<file path="config.mk">
export PLATFORM = sky130hd
export DESIGN_NAME = rr_request_arbiter
export DESIGN_NICKNAME = d
export VERILOG_FILES = /design/src/rtl/rr_request_arbiter.sv
export SDC_FILE = /design/constraint.sdc
export NUM_CORES = 1
export LEC_CHECK = 0
export CORE_UTILIZATION = 55
export DETAILED_ROUTE_END_ITERATION = 6
export PLACE_DENSITY = 0.79
export RECOVER_POWER = 100
export SYNTH_ARGS = -nofsm -noshare
export SYNTH_HDL_FRONTEND = slang
export SYNTH_SLANG_ARGS = --single-unit
export TNS_END_PERCENT = 1
</file>
<file path="constraint.sdc">
create_clock -name clk -period 3.9 [get_ports clk]
set_clock_uncertainty 0.15 [all_clocks]
set_input_delay 0.585 -clock clk [delete_from_list [all_inputs] [get_ports clk]]
set_output_delay 0.585 -clock clk [all_outputs]
set_load 0.005 [all_outputs]
</file>
<file path="src/rtl/rr_request_arbiter.sv">
// rr_request_arbiter: round-robin arbiter with a registered one-hot grant that feeds an 8-to-3 encoder.
// Optional macro ARB_TIMEOUT_EN forces a handoff once an owner has held the grant for MAX_HOLD cycles.
module rr_request_arbiter #(
  parameter int N        = 8,
  parameter int MAX_HOLD = 15
) (
  input  logic         clk,
  input  logic         rst,
  input  logic [N-1:0] req,
  output logic [N-1:0] grant,
  output logic         grant_valid,
  output logic [2:0]   owner_idx
);

  // The grant drives an 8-bit encoder input, so no other width is meaningful.
  if (N != 8) begin : g_bad_n
    $error("rr_request_arbiter: N must be 8");
  end

  if ((MAX_HOLD < 2) || (MAX_HOLD > 255)) begin : g_bad_hold
    $error("rr_request_arbiter: MAX_HOLD must be in 2..255");
  end

  typedef enum logic [0:0] {
    IDLE  = 1'b0,
    GRANT = 1'b1
  } state_t;

  // First set bit of v at or after start, wrapping; result is {found, index}.
  function automatic logic [3:0] search(input logic [N-1:0] v, input logic [2:0] start);
    logic [3:0] res;
    logic [2:0] k;
    res = 4'b0000;
    for (int i = N - 1; i >= 0; i--) begin
      k = start + 3'(i);
      if (v[k]) begin
        res = {1'b1, k};
      end else begin
        res = res;
      end
    end
    return res;
  endfunction

  function automatic logic [N-1:0] onehot(input logic [2:0] idx);
    logic [N-1:0] v;
    v = {{(N-1){1'b0}}, 1'b1};
    return v << idx;
  endfunction

  state_t       state_r;
  logic [2:0]   ptr_r;
  logic [7:0]   hold_r;

  logic [2:0]   next_ptr_s;
  logic [N-1:0] others_s;
  logic [3:0]   idle_pick_s;
  logic [3:0]   hand_pick_s;
  logic         release_s;
  logic         timeout_s;

  // Candidate winners for a fresh arbitration and for a handoff away from the owner.
  always_comb begin
    next_ptr_s  = owner_idx + 3'd1;
    others_s    = req & ~grant;
    idle_pick_s = search(req, ptr_r);
    hand_pick_s = search(others_s, next_ptr_s);
    release_s   = ~req[owner_idx];
`ifdef ARB_TIMEOUT_EN
    timeout_s   = req[owner_idx] && (hold_r == 8'(MAX_HOLD));
`else
    timeout_s   = 1'b0;
`endif
  end

  // Arbitration FSM; grant, grant_valid and owner_idx are all registered here.
  always_ff @(posedge clk) begin
    if (rst) begin
      state_r     <= IDLE;
      ptr_r       <= 3'd0;
      hold_r      <= 8'd0;
      grant       <= {N{1'b0}};
      grant_valid <= 1'b0;
      owner_idx   <= 3'd0;
    end else begin
      case (state_r)
        IDLE: begin
          if (idle_pick_s[3]) begin
            state_r     <= GRANT;
            grant       <= onehot(idle_pick_s[2:0]);
            grant_valid <= 1'b1;
            owner_idx   <= idle_pick_s[2:0];
            hold_r      <= 8'd1;
          end else begin
            state_r     <= IDLE;
          end
        end
        GRANT: begin
          if (release_s || timeout_s) begin
            // Priority moves past the outgoing owner whether or not anyone takes over.
            ptr_r <= next_ptr_s;
            if (hand_pick_s[3]) begin
              grant     <= onehot(hand_pick_s[2:0]);
              owner_idx <= hand_pick_s[2:0];
              hold_r    <= 8'd1;
            end else if (timeout_s) begin
              hold_r    <= 8'd1;
            end else begin
              state_r     <= IDLE;
              grant       <= {N{1'b0}};
              grant_valid <= 1'b0;
              owner_idx   <= 3'd0;
              hold_r      <= 8'd0;
            end
          end else if (hold_r != 8'hFF) begin
            hold_r <= hold_r + 8'd1;
          end else begin
            hold_r <= hold_r;
          end
        end
        default: begin
          state_r     <= IDLE;
          grant       <= {N{1'b0}};
          grant_valid <= 1'b0;
          owner_idx   <= 3'd0;
          hold_r      <= 8'd0;
        end
      endcase
    end
  end

endmodule

</file>
# Yosys cells after proc, flatten, opt, wreduce, memory -nomap -nowiden
# Index checks and enable logic that the tools add are counted.
[word_totals] register_bits=16 input_bits=10 elab_cells=115
[op_classes] n_addsub=15 n_lt_le_gt_ge=17 eq_ne=3 shift=2 n_mux=66 bitwise_logic=4 reduce_logical=3
[ops] operator="3-bit by 4-bit < comparator with 1-bit output (second input constant)" n=17
[ops] operator="4-bit two-way mux" n=16
[ops] operator="1-bit binary-select mux with 3-bit select" n=17
[ops] operator="3-bit adder (second input constant)" n=8
[ops] operator="8-bit two-way mux" n=3
[ops] operator="1-bit two-way mux" n=23
[ops] operator="8-bit one-hot mux with 2 select lines" n=1
[ops] operator="1-bit by 3-bit left shift with 8-bit output (first input constant)" n=2
[ops] operator="3-bit by 2-bit adder with 3-bit output (second input constant)" n=4
[ops] operator="3-bit by 1-bit adder with 3-bit output (second input constant)" n=3
[ops] operator="3-bit two-way mux" n=3
[ops] operator="8-bit AND" n=1
[ops] operator="8-bit inverter" n=1
[ops] operator="2-bit inequality test (second input constant)" n=3
[ops] operator="3-bit one-hot mux with 2 select lines" n=1
[ops] operator="1-bit one-hot mux with 2 select lines" n=2
[ops] operator="2-bit AND reduction" n=2
[ops] operator="3-bit AND reduction" n=1
[ops] operator="1-bit inverter" n=2

# Logic depth before layout (Yosys ltp)
[logic_depth] depth_word=16 mapped_depth=14 ltp_nobuf=10

# Worst setup path after synthesis
# Ideal clock, no wire load.
[synth_timing] kind="register to register" from="register ptr_r[1]" to="register grant[4]" setup_ns=0.091 arrival_ns=3.453 slack_ns=0.206 path_stages_with_launch=12 period_less_slack_ns=3.694 path_cell_list="dfxtp_1 > buf_2 > clkbuf_1 > inv_1 > ha_1 > buf_1 > mux4_2 > mux2i_1 > o21ai_0 > o41a_1 > or3b_1 > a311oi_1"
[synth_between] elab_chain_cells=14 elab_cells_between_ends=36 cone_classes="add/sub (7); eq/ne (1); shift (1); mux (26); reduce/logical (1)"
[synth_lines] item="start: declaration" line_no="52" rtl="logic [2:0] ptr_r;"
[synth_lines] item="start signal: assignment" line_no="101" rtl="ptr_r <= next_ptr_s;"
[synth_lines] item="3-bit adder" line_no="35" rtl="k = start + 3'(i);"
[synth_lines] item="1-bit binary-select mux with 3-bit select" line_no="36" rtl="if (v[k]) begin"
[synth_lines] item="1-bit two-way mux (implied by the code)" line_no="36"
[synth_lines] item="4-bit two-way mux (7 in series)" line_no="36"
[synth_lines] item="4-bit two-way mux (*)" line_no="36"
[synth_lines] item="1-bit by 3-bit left shift with 8-bit output" line_no="48" rtl="return v << idx;"
[synth_lines] item="8-bit two-way mux" line_no="88" rtl="if (idle_pick_s[3]) begin"
[synth_lines] item="8-bit one-hot mux with 2 select lines" line_no="86" rtl="case (state_r)"
[synth_lines] item="end signal: assignment" line_no="82" rtl="grant <= {N{1'b0}};"
[synth_lines] item="end signal: assignment" line_no="90" rtl="grant <= onehot(idle_pick_s[2:0]);"
[synth_lines] item="end signal: assignment" line_no="103" rtl="grant <= onehot(hand_pick_s[2:0]);"
[synth_lines] item="end: declaration" line_no="10" rtl="output logic [N-1:0] grant,"
# Mark *: on every way between the ends. The rest lies on a longest branch, timed or not. The select of a mux whose other input is x is not followed.
# A chain may end at the register's enable or synchronous reset.

# Worst setup path in the final report
[layout_timing] from="register owner_idx[0]" to="register grant[7]"
[layout_between] elab_chain_cells=16 elab_cells_between_ends=40 cone_classes="add/sub (8); eq/ne (1); shift (1); mux (29); reduce/logical (1)"
[layout_lines] item="start: declaration" line_no="12" rtl="output logic [2:0] owner_idx"
[layout_lines] item="start signal: assignment" line_no="92" rtl="owner_idx <= idle_pick_s[2:0];"
[layout_lines] item="start signal: assignment" line_no="104" rtl="owner_idx <= hand_pick_s[2:0];"
[layout_lines] item="3-bit by 1-bit adder with 3-bit output (*)" line_no="64" rtl="next_ptr_s = owner_idx + 3'd1;"
[layout_lines] item="net next_ptr_s[0]" line_no="55" rtl="logic [2:0] next_ptr_s;"
[layout_lines] item="3-bit adder" line_no="35"
[layout_lines] item="1-bit binary-select mux with 3-bit select" line_no="36"
[layout_lines] item="1-bit two-way mux (implied by the code)" line_no="36"
[layout_lines] item="4-bit two-way mux (7 in series)" line_no="36"
[layout_lines] item="4-bit two-way mux (*)" line_no="36"
[layout_lines] item="1-bit by 3-bit left shift with 8-bit output" line_no="48"
[layout_lines] item="8-bit two-way mux (*)" line_no="102" rtl="if (hand_pick_s[3]) begin"
[layout_lines] item="8-bit two-way mux (*)" line_no="99" rtl="if (release_s || timeout_s) begin"
[layout_lines] item="8-bit one-hot mux with 2 select lines (*)" line_no="86"
[layout_lines] item="end signal: assignment" line_no="90"
[layout_lines] item="end signal: assignment" line_no="103"
[layout_lines] item="end signal: assignment" line_no="110" rtl="grant <= {N{1'b0}};"
# The timed path passes the listed nets; every way through them passes the cells marked *. The select of a mux whose other input is x is not followed.

==> results.py <==
metrics = {
    "outcome": {
        "status": "finished clean",
    },
    "synthesis": {
        "yosys.area.top_type": "mux4_2",
        "syn_nets": 358,
        "synth_top_area_frac": 0.1321,
        "synth-seq-area-share": 0.1105,
        "synthArstFlopShare": 0,
        "synth-compound-area-share": 0.2133,
        "synth.cell_area_um2": 2898,
        "synth_simple_gate_area_frac": 0.2958,
        "synth_flop_cell": "dfxtp_1",
        "synth_fa_ha_area_frac": 0.01727,
        "synth_cells": 344,
        "synth_top_family_by_area": "simple AND/OR/NAND/NOR gates",
        "synth-edff-count": 0,
        "synth.avg_cell_area_um2": 8.424,
        "synth_common_cells": "22 x nand2_1, 22 x nor2_1, 20 x mux2i_1, 17 x mux4_2",
        "ys_seq_elements": 16,
        "yosysWarnings": 0,
        "ys_types": 75,
        "synth_area_leaders": "mux4_2 13%, dfxtp_1 11%, mux2i_1 6.9%",
        "synth_xor_area_frac": 0.02073,
        "synthMuxAreaShare": 0.2789,
    },
    "sta": {
        "min_period_ns": 3.689,
        "max_freq_ghz": 0.2711,
        "period_share": 0.9458,
        "setup_viol": 0,
        "tightest_slew_ns": 0.6211,
        "finalHoldViolations": 0,
        "grt_setup_unrepaired": "false",
        "tns_ns": 0,
        "relSlewSlack": 0.5831,
        "slew_viol_final": 0,
    },
    "power": {
        "power_frac_clock": 0.044,
        "share_comb_of_total_power": 0.858,
        "design_power_total_mw": 3.321,
        "leakage_nw": 1.271,
        "p_per_area_nw_per_um2": 1002,
        "p_sw_mw": 1.705,
        "p_sw_frac": 0.5135,
        "internal_power_mw": 1.616,
        "ir_worst_vdd_uv": 613.6,
        "seqPwrFrac": 0.098,
    },
    "worst_setup_path": {
        "path_class": "reg -> reg",
        "ff2ff_path_depth": 11,
        "crit_fanout": 7,
        "cp-end-kind": "register",
        "cp.required_ns": 3.92,
        "start_kind": "register",
        "arrival_ns": 3.71,
    },
    "layout": {
        "fin_area_um2": 3314,
        "antenna_cells": 0,
        "nNetsFinal": 383,
        "final_cells": 438,
        "drive_gt1_frac": 0.2038,
        "area_growth_pct": 14.38,
    },
    "clock_tree": {
        "cts_resized": 0,
        "cts_buffer_depth": 2,
        "htree_levels": 1,
        "insertion_delay_ns": 0.25,
        "clockRootBuffer": "clkbuf_8",
        "cts.reportedPaths.clkPinSlew_ns": 0.06,
        "numCtsBuffers": 3,
        "hold_buffers": 0,
        "cts_tree": "built",
        "cts_setup_buffers": 0,
        "clkSinkCount": 16,
    },
    "drt": {
        "num_vias": 3008,
        "drt_first_pass_iters": 5,
        "drc": 0,
        "wl_mm": 8.319,
        "drt-initial-drc-count": 420,
        "viasPerCell": 6.868,
        "ant_nets": 0,
        "wl_per_cell_um": 18.99,
    },
    "global_route": {
        "grt_pass1_wl_mm": 13.28,
        "grt.overflow.total": 0,
        "grt_pass1_vias": 2712,
        "antenna_found_initial": 0,
        "grtUsageTotal": 0.3113,
        "grt_max_degree": 25,
    },
    "floorplanning": {
        "fp.dieH_um": 74.59,
        "io_pins": 22,
        "core_um2": 5075,
        "fp.dieW_um": 74.59,
        "initial_utilization": 0.5710,
        "dieArea_um2": 5563,
        "num_rows": 26,
    },
    "place": {
        "numPortBuffers": 21,
        "dp_hpwl_mm": 6.325,
        "place_inst": 434,
        "routabilityCongestion": 1.031,
        "place_area_um2": 3267,
    },
    "hold_path": {
        "holdPathStages": 1,
        "min_path_type": "reg -> reg",
    },
    "flow_run": {
        "drv_cap": 0,
    },
}
==> per-layer routing <==
layer,GRT usage,up-vias,part of all wire,routed length [um]
met3,0.02710,18,0.089,737
met5,0,-,0,0
met1,0.4555,1434,0.43,3560
met2,0.4865,153,0.46,3865
li1,-,1403,-,-
met4,0.09434,0,0.019,155
==> registers in the layout, summed over array words and instances (netlist names) <==
| name | cells |
|---|---|
| state_r | 1 |
| owner_idx | 3 |
| grant | 8 |
| grant_valid | 1 |
| ptr_r | 3 |
==> through the flow <==
step                        util  hold slack, ns  worst slack, ns
after floorplan                -          0.3157           0.2060
after global placement    0.6437          0.3089           0.1147
after detailed placement  0.6437          0.3166          0.07990
after CTS                 0.6546          0.3362           0.2501
after global routing      0.6531          0.3572          0.01249
final                     0.6531          0.3265           0.2115
==> layout make-up <==
| type | instances | area [um2] |
|---|---|---|
| sequential | 16 | 320.3 |
| inverter | 14 | 52.55 |
| timing repair buffer | 48 | 405.4 |
| tap | 70 | 87.58 |
| multi-input combinational | 286 | 2394 |
| fill | 453 | 1760 |
| clock buffer | 4 | 55.05 |
==> path summary, 6_finish.rpt <==
check / startpoint / slack [ns] / endpoint
worst max register to register: owner_idx[0]$_SDFFE_PP0P_ / 0.21 / grant[7]$_SDFFE_PP0P_
worst min register to register: grant_valid$_SDFFE_PP0P_ / 0.33 / grant_valid$_SDFFE_PP0P_
worst max-delay path: owner_idx[0]$_SDFFE_PP0P_ / 0.21 / grant[7]$_SDFFE_PP0P_
worst min-delay path: grant_valid$_SDFFE_PP0P_ / 0.33 / grant_valid$_SDFFE_PP0P_
==> cells in the final DEF, fill, tap and decap left out, drive strengths merged, types with 7 or more instances in the layout <==
cell type,instances
buf,25
nor2,22
nand2,22
mux2i,22
mux4,20
dfxtp,16
o21ai,16
nand2b,14
inv,13
a21oi,12
dlygate4sd3,12
nand3,10
mux2,9
nor2b,9
clkdlybuf4s50,9
o22ai,7
a211oi,7
or3b,7
==> critical path, stage by stage, from the launching register on <==
cell	delay (ns)
dfxtp_1	0.38
clkinv_1	0.10
ha_1	0.37
or4b_2	0.64
nand4_1	0.20
mux2i_1	0.16
or3b_1	0.40
and2_0	0.18
a221oi_2	0.55
buf_4	0.23
nand3_1	0.07
o211ai_1	0.18
==> kinds of logic (layout without fill, tap and decap cells) <==
kind of cell / after synthesis / count (layout)
adder cells (fa/ha/maj): 4 / 4
AND/OR/NAND/NOR: 140 / 140
XOR/XNOR: 6 / 6
AO/OA/AOI/OAI: 85 / 85
flip-flops: 16 / 16
multiplexers: 51 / 51
buffers and inverters: 42 / 66
==> power by group through the flow <==
stage	clock network (mW)	registers (mW)	logic, mW
global route	0.153	0.339	3.07
detailed placement	0	0.329	2.80
CTS	0.147	0.326	2.83
floorplan	0	0.292	2.09
finish	0.147	0.326	2.85
global placement	0	0.328	2.77
Power figures use the tool's default switching activity.
